### src/rtl/bp_me_pkg.sv
// Shared NBF packet definitions used by the stream NBF sender and loader.
package bp_me_pkg;

    typedef enum logic [7:0] {
        e_nbf_wr32   = 8'h02,
        e_nbf_wr64   = 8'h03,
        e_nbf_fence  = 8'hFE,
        e_nbf_finish = 8'hFF
    } bp_nbf_opcode_e;

    typedef struct packed {
        logic [7:0]  opcode;
        logic [39:0] addr;
        logic [63:0] data;
    } bp_nbf_s;

endpackage

### src/rtl/bsg_parallel_in_serial_out.sv
// Parallel-in serial-out: loads els_p words at once and emits them lowest word first.
// Latency: first word valid the cycle after load; one word per yumi.
// Backpressure: ready_o low while any word remains; data_o holds until yumi_i.
module bsg_parallel_in_serial_out #(
    parameter int width_p = 32,
    parameter int els_p   = 4
) (
    input  logic                       clk_i,
    input  logic                       reset_n_i,
    input  logic                       valid_i,
    input  logic [width_p*els_p-1:0]   data_i,
    output logic                       ready_o,
    output logic                       valid_o,
    output logic [width_p-1:0]         data_o,
    output logic                       last_o,
    input  logic                       yumi_i
);

    localparam int idx_width_lp = (els_p > 1) ? $clog2(els_p) : 1;

    logic [width_p*els_p-1:0] shift_data;
    logic [idx_width_lp-1:0]  idx;
    logic                     vld;

    always_ff @(posedge clk_i or negedge reset_n_i) begin
        if (!reset_n_i) begin
            shift_data <= '0;
            idx        <= '0;
            vld        <= 1'b0;
        end else if (valid_i & ready_o) begin
            shift_data <= data_i;
            idx        <= '0;
            vld        <= 1'b1;
        end else if (yumi_i & vld) begin
            if (last_o) begin
                vld <= 1'b0;
                idx <= '0;
            end else begin
                idx <= idx + 1'b1;
            end
        end
    end

    assign ready_o = ~vld;
    assign valid_o = vld;
    assign last_o  = vld & (idx == idx_width_lp'(els_p - 1));
    // Zero when idle so the stream bus is quiet outside a packet.
    assign data_o  = vld ? shift_data[idx*width_p +: width_p] : '0;

endmodule

### src/rtl/bp_stream_nbf_sender.sv
// AXI-Lite writes become NBF packets sent as 32b flits; reads return packets sent (BP_STREAM_NBF_SENDER_WSTRB_CHECK_EN rejects partial strobes).
// Latency: first flit the cycle after the later of AW/W handshakes; B one cycle after last flit; R one cycle after AR.
// Backpressure: stream_ready_i stalls flits in place; AW/W are blocked from packet start until the B handshake.
module bp_stream_nbf_sender
    import bp_me_pkg::*;
#(
    parameter int          nbf_opcode_width_p = 8,
    parameter int          nbf_addr_width_p   = 40,
    parameter int          nbf_data_width_p   = 64,
    parameter logic [31:0] ctrl_addr_p        = 32'h0FFF_FFF0
) (
    input  logic        clk_i,
    input  logic        reset_n_i,

    input  logic [31:0] s_axil_awaddr_i,
    input  logic [2:0]  s_axil_awprot_i,
    input  logic        s_axil_awvalid_i,
    output logic        s_axil_awready_o,

    input  logic [31:0] s_axil_wdata_i,
    input  logic [3:0]  s_axil_wstrb_i,
    input  logic        s_axil_wvalid_i,
    output logic        s_axil_wready_o,

    output logic [1:0]  s_axil_bresp_o,
    output logic        s_axil_bvalid_o,
    input  logic        s_axil_bready_i,

    input  logic [31:0] s_axil_araddr_i,
    input  logic [2:0]  s_axil_arprot_i,
    input  logic        s_axil_arvalid_i,
    output logic        s_axil_arready_o,

    output logic [31:0] s_axil_rdata_o,
    output logic [1:0]  s_axil_rresp_o,
    output logic        s_axil_rvalid_o,
    input  logic        s_axil_rready_i,

    output logic        stream_v_o,
    output logic [31:0] stream_data_o,
    input  logic        stream_ready_i,

    output logic        done_o,
    output logic [31:0] pkt_count_o
);

    localparam int nbf_width_lp     = nbf_opcode_width_p + nbf_addr_width_p + nbf_data_width_p;
    localparam int nbf_num_flits_lp = (nbf_width_lp + 31) / 32;

    typedef enum logic [1:0] {e_idle, e_send, e_resp} state_e;

    state_e state, state_nxt;

    logic        aw_held, w_held;
    logic [31:0] aw_addr, w_data;
    logic        aw_fire, w_fire, aw_have, w_have;
    logic        busy, start, load, reject, last_fire;
    logic [31:0] addr_eff, data_eff;
    logic        is_ctrl, is_finish;

    logic [nbf_opcode_width_p-1:0]      opcode;
    logic [nbf_addr_width_p-1:0]        addr;
    logic [nbf_data_width_p-1:0]        data;
    logic [32*nbf_num_flits_lp-1:0]     pkt;

    logic        piso_ready, piso_last;
    logic        fin, done;
    logic [31:0] pkt_count;
    logic [1:0]  bresp;
    logic        rvalid;
    logic [31:0] rdata;
    logic        unused;

    assign busy             = (state != e_idle);
    assign s_axil_awready_o = ~aw_held & ~busy;
    assign s_axil_wready_o  = ~w_held & ~busy;
    assign aw_fire          = s_axil_awvalid_i & s_axil_awready_o;
    assign w_fire           = s_axil_wvalid_i & s_axil_wready_o;
    assign aw_have          = aw_held | aw_fire;
    assign w_have           = w_held | w_fire;
    // The later handshake bypasses its holding register so the packet loads in the same cycle.
    assign addr_eff         = aw_held ? aw_addr : s_axil_awaddr_i;
    assign data_eff         = w_held ? w_data : s_axil_wdata_i;
    assign start            = (state == e_idle) & aw_have & w_have;

`ifdef BP_STREAM_NBF_SENDER_WSTRB_CHECK_EN
    logic [3:0] w_strb;

    always_ff @(posedge clk_i or negedge reset_n_i) begin
        if (!reset_n_i)
            w_strb <= '0;
        else if (w_fire)
            w_strb <= s_axil_wstrb_i;
    end

    assign reject = ((w_held ? w_strb : s_axil_wstrb_i) != 4'hF);
    assign unused = ^{s_axil_awprot_i, s_axil_arprot_i, s_axil_araddr_i, piso_ready};
`else
    assign reject = 1'b0;
    assign unused = ^{s_axil_awprot_i, s_axil_arprot_i, s_axil_araddr_i, piso_ready, s_axil_wstrb_i};
`endif

    always_ff @(posedge clk_i or negedge reset_n_i) begin
        if (!reset_n_i) begin
            aw_held <= 1'b0;
            w_held  <= 1'b0;
            aw_addr <= '0;
            w_data  <= '0;
        end else begin
            if (start)
                aw_held <= 1'b0;
            else if (aw_fire) begin
                aw_held <= 1'b1;
                aw_addr <= s_axil_awaddr_i;
            end
            if (start)
                w_held <= 1'b0;
            else if (w_fire) begin
                w_held <= 1'b1;
                w_data <= s_axil_wdata_i;
            end
        end
    end

    assign is_ctrl   = (addr_eff == ctrl_addr_p);
    assign is_finish = is_ctrl & data_eff[0];

    always_comb begin
        opcode = nbf_opcode_width_p'(e_nbf_wr32);
        addr   = nbf_addr_width_p'(addr_eff);
        data   = nbf_data_width_p'(data_eff);
        if (is_ctrl) begin
            opcode = data_eff[0] ? nbf_opcode_width_p'(e_nbf_finish) : nbf_opcode_width_p'(e_nbf_fence);
            addr   = '0;
            data   = '0;
        end
        pkt = '0;
        pkt[nbf_width_lp-1:0] = {opcode, addr, data};
    end

    bsg_parallel_in_serial_out #(
        .width_p (32),
        .els_p   (nbf_num_flits_lp)
    ) piso (
        .clk_i     (clk_i),
        .reset_n_i (reset_n_i),
        .valid_i   (load),
        .data_i    (pkt),
        .ready_o   (piso_ready),
        .valid_o   (stream_v_o),
        .data_o    (stream_data_o),
        .last_o    (piso_last),
        .yumi_i    (stream_v_o & stream_ready_i)
    );

    assign last_fire = stream_v_o & stream_ready_i & piso_last;

    always_ff @(posedge clk_i or negedge reset_n_i) begin
        if (!reset_n_i)
            state <= e_idle;
        else
            state <= state_nxt;
    end

    always_comb begin
        state_nxt = state;
        load      = 1'b0;
        case (state)
            e_idle: begin
                if (start) begin
                    if (reject)
                        state_nxt = e_resp;
                    else begin
                        load      = 1'b1;
                        state_nxt = e_send;
                    end
                end
            end
            e_send:  if (last_fire) state_nxt = e_resp;
            e_resp:  if (s_axil_bready_i) state_nxt = e_idle;
            default: state_nxt = e_idle;
        endcase
    end

    always_ff @(posedge clk_i or negedge reset_n_i) begin
        if (!reset_n_i) begin
            fin       <= 1'b0;
            done      <= 1'b0;
            pkt_count <= '0;
            bresp     <= 2'b00;
        end else begin
            if (start) begin
                fin   <= is_finish;
                bresp <= reject ? 2'b10 : 2'b00;
            end
            if (last_fire) begin
                pkt_count <= pkt_count + 32'd1;
                if (fin)
                    done <= 1'b1;
            end
        end
    end

    // Reads sample the registered count, so a read racing the last flit sees the old value.
    always_ff @(posedge clk_i or negedge reset_n_i) begin
        if (!reset_n_i) begin
            rvalid <= 1'b0;
            rdata  <= '0;
        end else if (s_axil_arvalid_i & s_axil_arready_o) begin
            rvalid <= 1'b1;
            rdata  <= pkt_count;
        end else if (rvalid & s_axil_rready_i) begin
            rvalid <= 1'b0;
        end
    end

    assign s_axil_bvalid_o  = (state == e_resp);
    assign s_axil_bresp_o   = bresp;
    assign s_axil_arready_o = ~rvalid;
    assign s_axil_rvalid_o  = rvalid;
    assign s_axil_rdata_o   = rdata;
    assign s_axil_rresp_o   = 2'b00;
    assign done_o           = done;
    assign pkt_count_o      = pkt_count;

endmodule

### config.mk
export PLATFORM = sky130hd
export DESIGN_NAME = bp_stream_nbf_sender
export DESIGN_NICKNAME = d
export VERILOG_FILES = /design/src/rtl/bp_me_pkg.sv /design/src/rtl/bsg_parallel_in_serial_out.sv /design/src/rtl/bp_stream_nbf_sender.sv
export SDC_FILE = /design/constraint.sdc
export NUM_CORES = 1
export LEC_CHECK = 0
export ABC_AREA = 0
export CAP_MARGIN = 40
export CORE_ASPECT_RATIO = 0.8
export CORE_MARGIN = 3
export CORE_UTILIZATION = 54
export DETAILED_ROUTE_END_ITERATION = 8
export GPL_TIMING_DRIVEN = 0
export PLACE_DENSITY = 0.86
export RECOVER_POWER = 25
export SYNTH_ARGS = -nofsm -noshare
export SYNTH_HDL_FRONTEND = slang
export SYNTH_SLANG_ARGS = --single-unit
export TNS_END_PERCENT = 5
### constraint.sdc
create_clock -name clk_i -period 4.3 [get_ports clk_i]
set_input_delay 0.645 -clock clk_i [delete_from_list [all_inputs] [get_ports clk_i]]
set_output_delay 0.645 -clock clk_i [all_outputs]
set_load 0.02 [all_outputs]
After elaboration in Yosys (flattened, before gate mapping):

Cells that the tools add are included.

* bitwise operators: 22
* muxes and demuxes: 25
* reductions and logical operators: 12
* equal/unequal tests: 7
* shifts and indexed selects: 1
* $add $sub $neg: 2

Operator list (count)
* 32-bit 2-to-1 mux: 5
* 128-bit by 8-bit variable part select with 32-bit output: 1
* 32-bit by 1-bit adder with 32-bit output, second input constant: 1
* 32-bit by 28-bit == test with 1-bit output, second input constant: 1
* 1-bit bitwise AND: 14
* 1-bit 2-to-1 mux: 12
* 2-bit 2-to-1 mux: 6
* 2-bit nonzero test: 6
* 8-bit 2-to-1 mux: 1
* 2-bit AND reduction: 4
* 1-bit inverter: 6
* 2-bit case mux with 3 select lines: 1
* 2-bit == test, second input constant: 2
* 2-bit != test, second input constant: 2
* 3-bit AND reduction: 1
* 2-bit by 1-bit adder with 2-bit output, second input constant: 1
* 2-bit by 1-bit == test with 1-bit output, second input constant: 1
* 2-bit logical NOT: 1
* 2-bit by 1-bit != test with 1-bit output, second input constant: 1
* 1-bit bitwise OR: 2

* bits of input ports: 114
* register bits: 250
* output and inout port bits: 107

Depth between registers and ports, before layout:

* depth after elaboration: 12
* gate-level depth with buffers: 8
* mapped depth without buffers: 6

By module:

A second synthesis with hierarchy kept.

* cell total of the unflattened synthesis: 927
* area total of the unflattened synthesis: 12883.6 µm²

Modules (own cells, without submodules)
* bsg_parallel_in_serial_out: times used 1, sequential area each 3278.1 µm², cells an instance 400, area each 6461.2 µm²
* bp_stream_nbf_sender: times used 1, sequential area each 3378.2 µm², cells an instance 527, area each 6422.4 µm²

Least setup slack after synthesis:

No wires, ideal clock.

* path kind: reg2out
* start point: register piso.idx[1]
* end point: output port stream_data_o[10]
* data required time: 3655 ps
* path buffers: 2
* stages on the path, launching flop included: 6
* data arrival time: 1653 ps
* path slack: 2002 ps
* path through: dfrtp_1 clkbuf_1 buf_2 nand3_1 o21a_1 nor2_1

* word-level cells in the longest chain between the ends: 2

Ends and longest elaborated chain
* start, declared: line bsg_parallel_in_serial_out.sv:22 `logic [idx_width_lp-1:0] idx;`
* start signal, assigned: line bsg_parallel_in_serial_out.sv:39 `idx <= idx + 1'b1;`
* 128-bit by 8-bit variable part select with 32-bit output: line bsg_parallel_in_serial_out.sv:48 `assign data_o = vld ? shift_data[idx*width_p +: width_p] : '0;`
* 32-bit 2-to-1 mux: line bsg_parallel_in_serial_out.sv:48
* end, declared: line bp_stream_nbf_sender.sv:40 `output logic [31:0] stream_data_o,`

Every way passes these cells.

Worst setup path in the final report:

* start point: register piso.idx[1]
* end point: output port stream_data_o[15]

Same word-level chain as after synthesis.

==> metrics <==
Syn Area/Cell=12.0 um2; Main synth FF type=dfrtp_1; Placed Cells=around 1200; CTS buffer count=21; H-tree levels=1; Mapped Cells=779; commonest non-fill, non-tap cells in the layout=dfrtp_1 (205), clkdlybuf4s50_1 (172), mux2_2 (98); drt drc=0; clock slew at reported path FFs=0.06 ns; failing checks=capacitance limit, slew limit; total track usage=25.7%; worst hold-check path type=flop to flop; Synth Warn #=0; routability congestion estimate=0.858; post-cts sizing count=0; power per cell area=625 nW/um2; number of antenna-violating nets in the routed design=0; Worst Setup Slack, final=between 0.6 and 0.7 ns; vias in the first global route=about 7000; FFs w/ async S/R, synth=between 90% and 100%; post-synth design cell area=9330 um2; R2R Path End=piso.shift_data[95]$_DFFE_PN0P_; slew at the pin closest to its max-slew limit=2.42 ns; Port Buf Inserts=roughly 170; grt ovf=0; Fill cells=approximately 1200; I/O pin count=221; Wirelength per Cell=20.3 um; Multi-input gate area=~3900 um2; core area=16800 um2; skew final=slightly below 0.009 ns; max-capacitance violation count=1; dpl hpwl=17.7 mm; num rows=42; Tcrit/Tclk final=85.0%; post-route non-filler standard cell count=1216; Max Fclk=273 MHz; worst r2r path cells=8; antenna violations before repair=0; max_slew headroom=-61.6%; # Post-CTS Setup Buffers=0; first-pass GRT wire length=around 38 mm; CP arrival=~3 ns; CTS tree=built; Critical Path Source=piso.idx[1]$_DFFE_PN0P_; Ant. Diodes=0; max-slew violations=98; Max FO, Critical Path=10; CTS Root Cell=clkbuf_16; RR Startpoint=w_held$_DFFE_PN0P_; largest net degree at the start of global routing=109; Hold Startpoint=done_o$_DFFE_PN0P_; critical path class=flop to primary output; Startpoint Class=flop; Hold Path Depth=1; worst path cell trace=clkbuf_1, buf_2, nand3_1, o21a_1, nor2_1, clkdlybuf4s50_1; Final Hold Fails=0; Final #Nets=approximately 1100; vias per cell=5.80; initial core utilization=about 56%; die width=153 um; worst vdd ir=371 uV; Initial DRC Count=approximately 550; register area share after synthesis=55.0%; hold-fix buffers at CTS=0; first-pass iteration count of the detailed router=5; Worst-Skew Late Latency=0.50 ns; Leak=about 5.5 nW; Worst R2R Setup Slack=1.64 ns; Total Die Area=18900 um2; Final Total Pwr=7.58 mW; clock net sink count=205; Routed WL=24.7 mm; Tmin final=about 3.7 ns; outcome=complete, but fails checks; Yosys cell types=39; final setup fails=0; #FFs+latches synth=205; Area Growth Syn to Fin=30.1%; Die Ht=124 um; utilization after layout=72.4%; Max Root-Sink Buffers=3; Register Area=5130 um2; Data required, critical path=3.65 ns; share of cells above drive strength 1=15.8%; Post-synth EDFFs=0; crit-path max cell delay=0.63 ns; via count=7051; Worst setup EP type=primary output; commonest non-fill, non-tap cell in the layout=dfrtp_1; WHS Endpoint=done_o$_DFFE_PN0P_; RSZ-0062 raised after global routing=no; CP max-delay cell=clkdlybuf4s50_1; pre-CTS setup slack=1.21 ns
## critical path, delay by kind of cell, from the launching register on
family / cells / cell delay (ns)
buffers and inverters: 3 / 1.53
DFF: 1 / 0.35
and+or+nand+nor: 2 / 0.44
AOI/OAI and AO/OA: 1 / 0.19
## cell usage after synthesis (12+ instances only)
cell type / instances / area share (%)
buf_1: 13 / 0.52
buf_2: 12 / 0.64
clkbuf_1: 21 / 0.84
dfrtp_1: 205 / 55
mux2_2: 98 / 12
mux2i_1: 96 / 10
nand2_1: 83 / 3.3
nand3_1: 15 / 0.80
nand4_1: 17 / 1.1
nor2_1: 48 / 1.9
o21ai_0: 14 / 0.75
o31ai_1: 56 / 4.5
xnor2_1: 23 / 2.2
## worst max path at each step
stage                                         to  slack (ns)  cells past startpoint
after floorplan                stream_data_o[10]        2.00                      5
after global placement    w_data[21]$_DFFE_PN0P_       -5.89                      1
after detailed placement       stream_data_o[15]        1.21                      6
after CTS                      stream_data_o[10]        0.67                      6
after global routing            stream_data_o[8]        0.52                      5
final                          stream_data_o[15]        0.64                      6
## per-layer routing
metal  global-route usage, %  up-vias  wire (um)
met2                    42.6      275      11700
li1                        -     3176          -
met5                       0        -          0
met1                    36.3     3556      10500
met3                    4.38       44       1910
met4                    5.90        0        523
## cells by family (layout without fill, tap and decap cells)
kind of cell | after synthesis | after routing | synth area share (%)
simple gates | 200 | 200 | 9.92
other cells | 1 | 4 | 0.0402
flops | 205 | 205 | 55.0
compound gates | 89 | 89 | 6.80
buf+inv | 57 | 271 | 2.95
fa+ha+maj | 2 | 2 | 0.268
mux | 194 | 194 | 22.1
xor+xnor | 31 | 31 | 2.91
## sequential cells by signal (all words and copies together), names as in the netlist
register	flops
done_o	1
piso.valid_o	1
state	2
pkt_count_o	32
fin	1
piso.idx	2
aw_held	1
piso.shift_data	67
s_axil_rdata_o	32
s_axil_rvalid_o	1
w_held	1
aw_addr	32
w_data	32
## area by class of cell
class / instances / share of cell area [%]
Buffer: 53 / 2.14
Clock buffer: 32 / 5.33
Clock inverter: 6 / 0.897
Inverter: 4 / 0.124
Multi-Input combinational cell: 520 / 32.4
Sequential cell: 205 / 42.3
Tap cell: 220 / 2.27
Timing Repair Buffer: 176 / 14.6
## through the flow
stage	area (um2)	setup TNS [ns]	hold slack, ns
floorplan	9340	0	0.349
global placement	11400	-1204.83	0.445
detailed placement	11400	0	0.448
CTS	12100	0	0.197
global route	12100	0	0.492
finish	12100	0	0.469
## where the power goes
part | leakage (nW) | switching, mW | internal, mW
sequential | 2.65 | 0.453 | 2.54
clock | 0.375 | 0.745 | 1.22
combinational | 2.43 | 1.39 | 1.23
total | 5.45 | 2.59 | 4.99
Note: power is estimated with default switching activity, not from simulation.
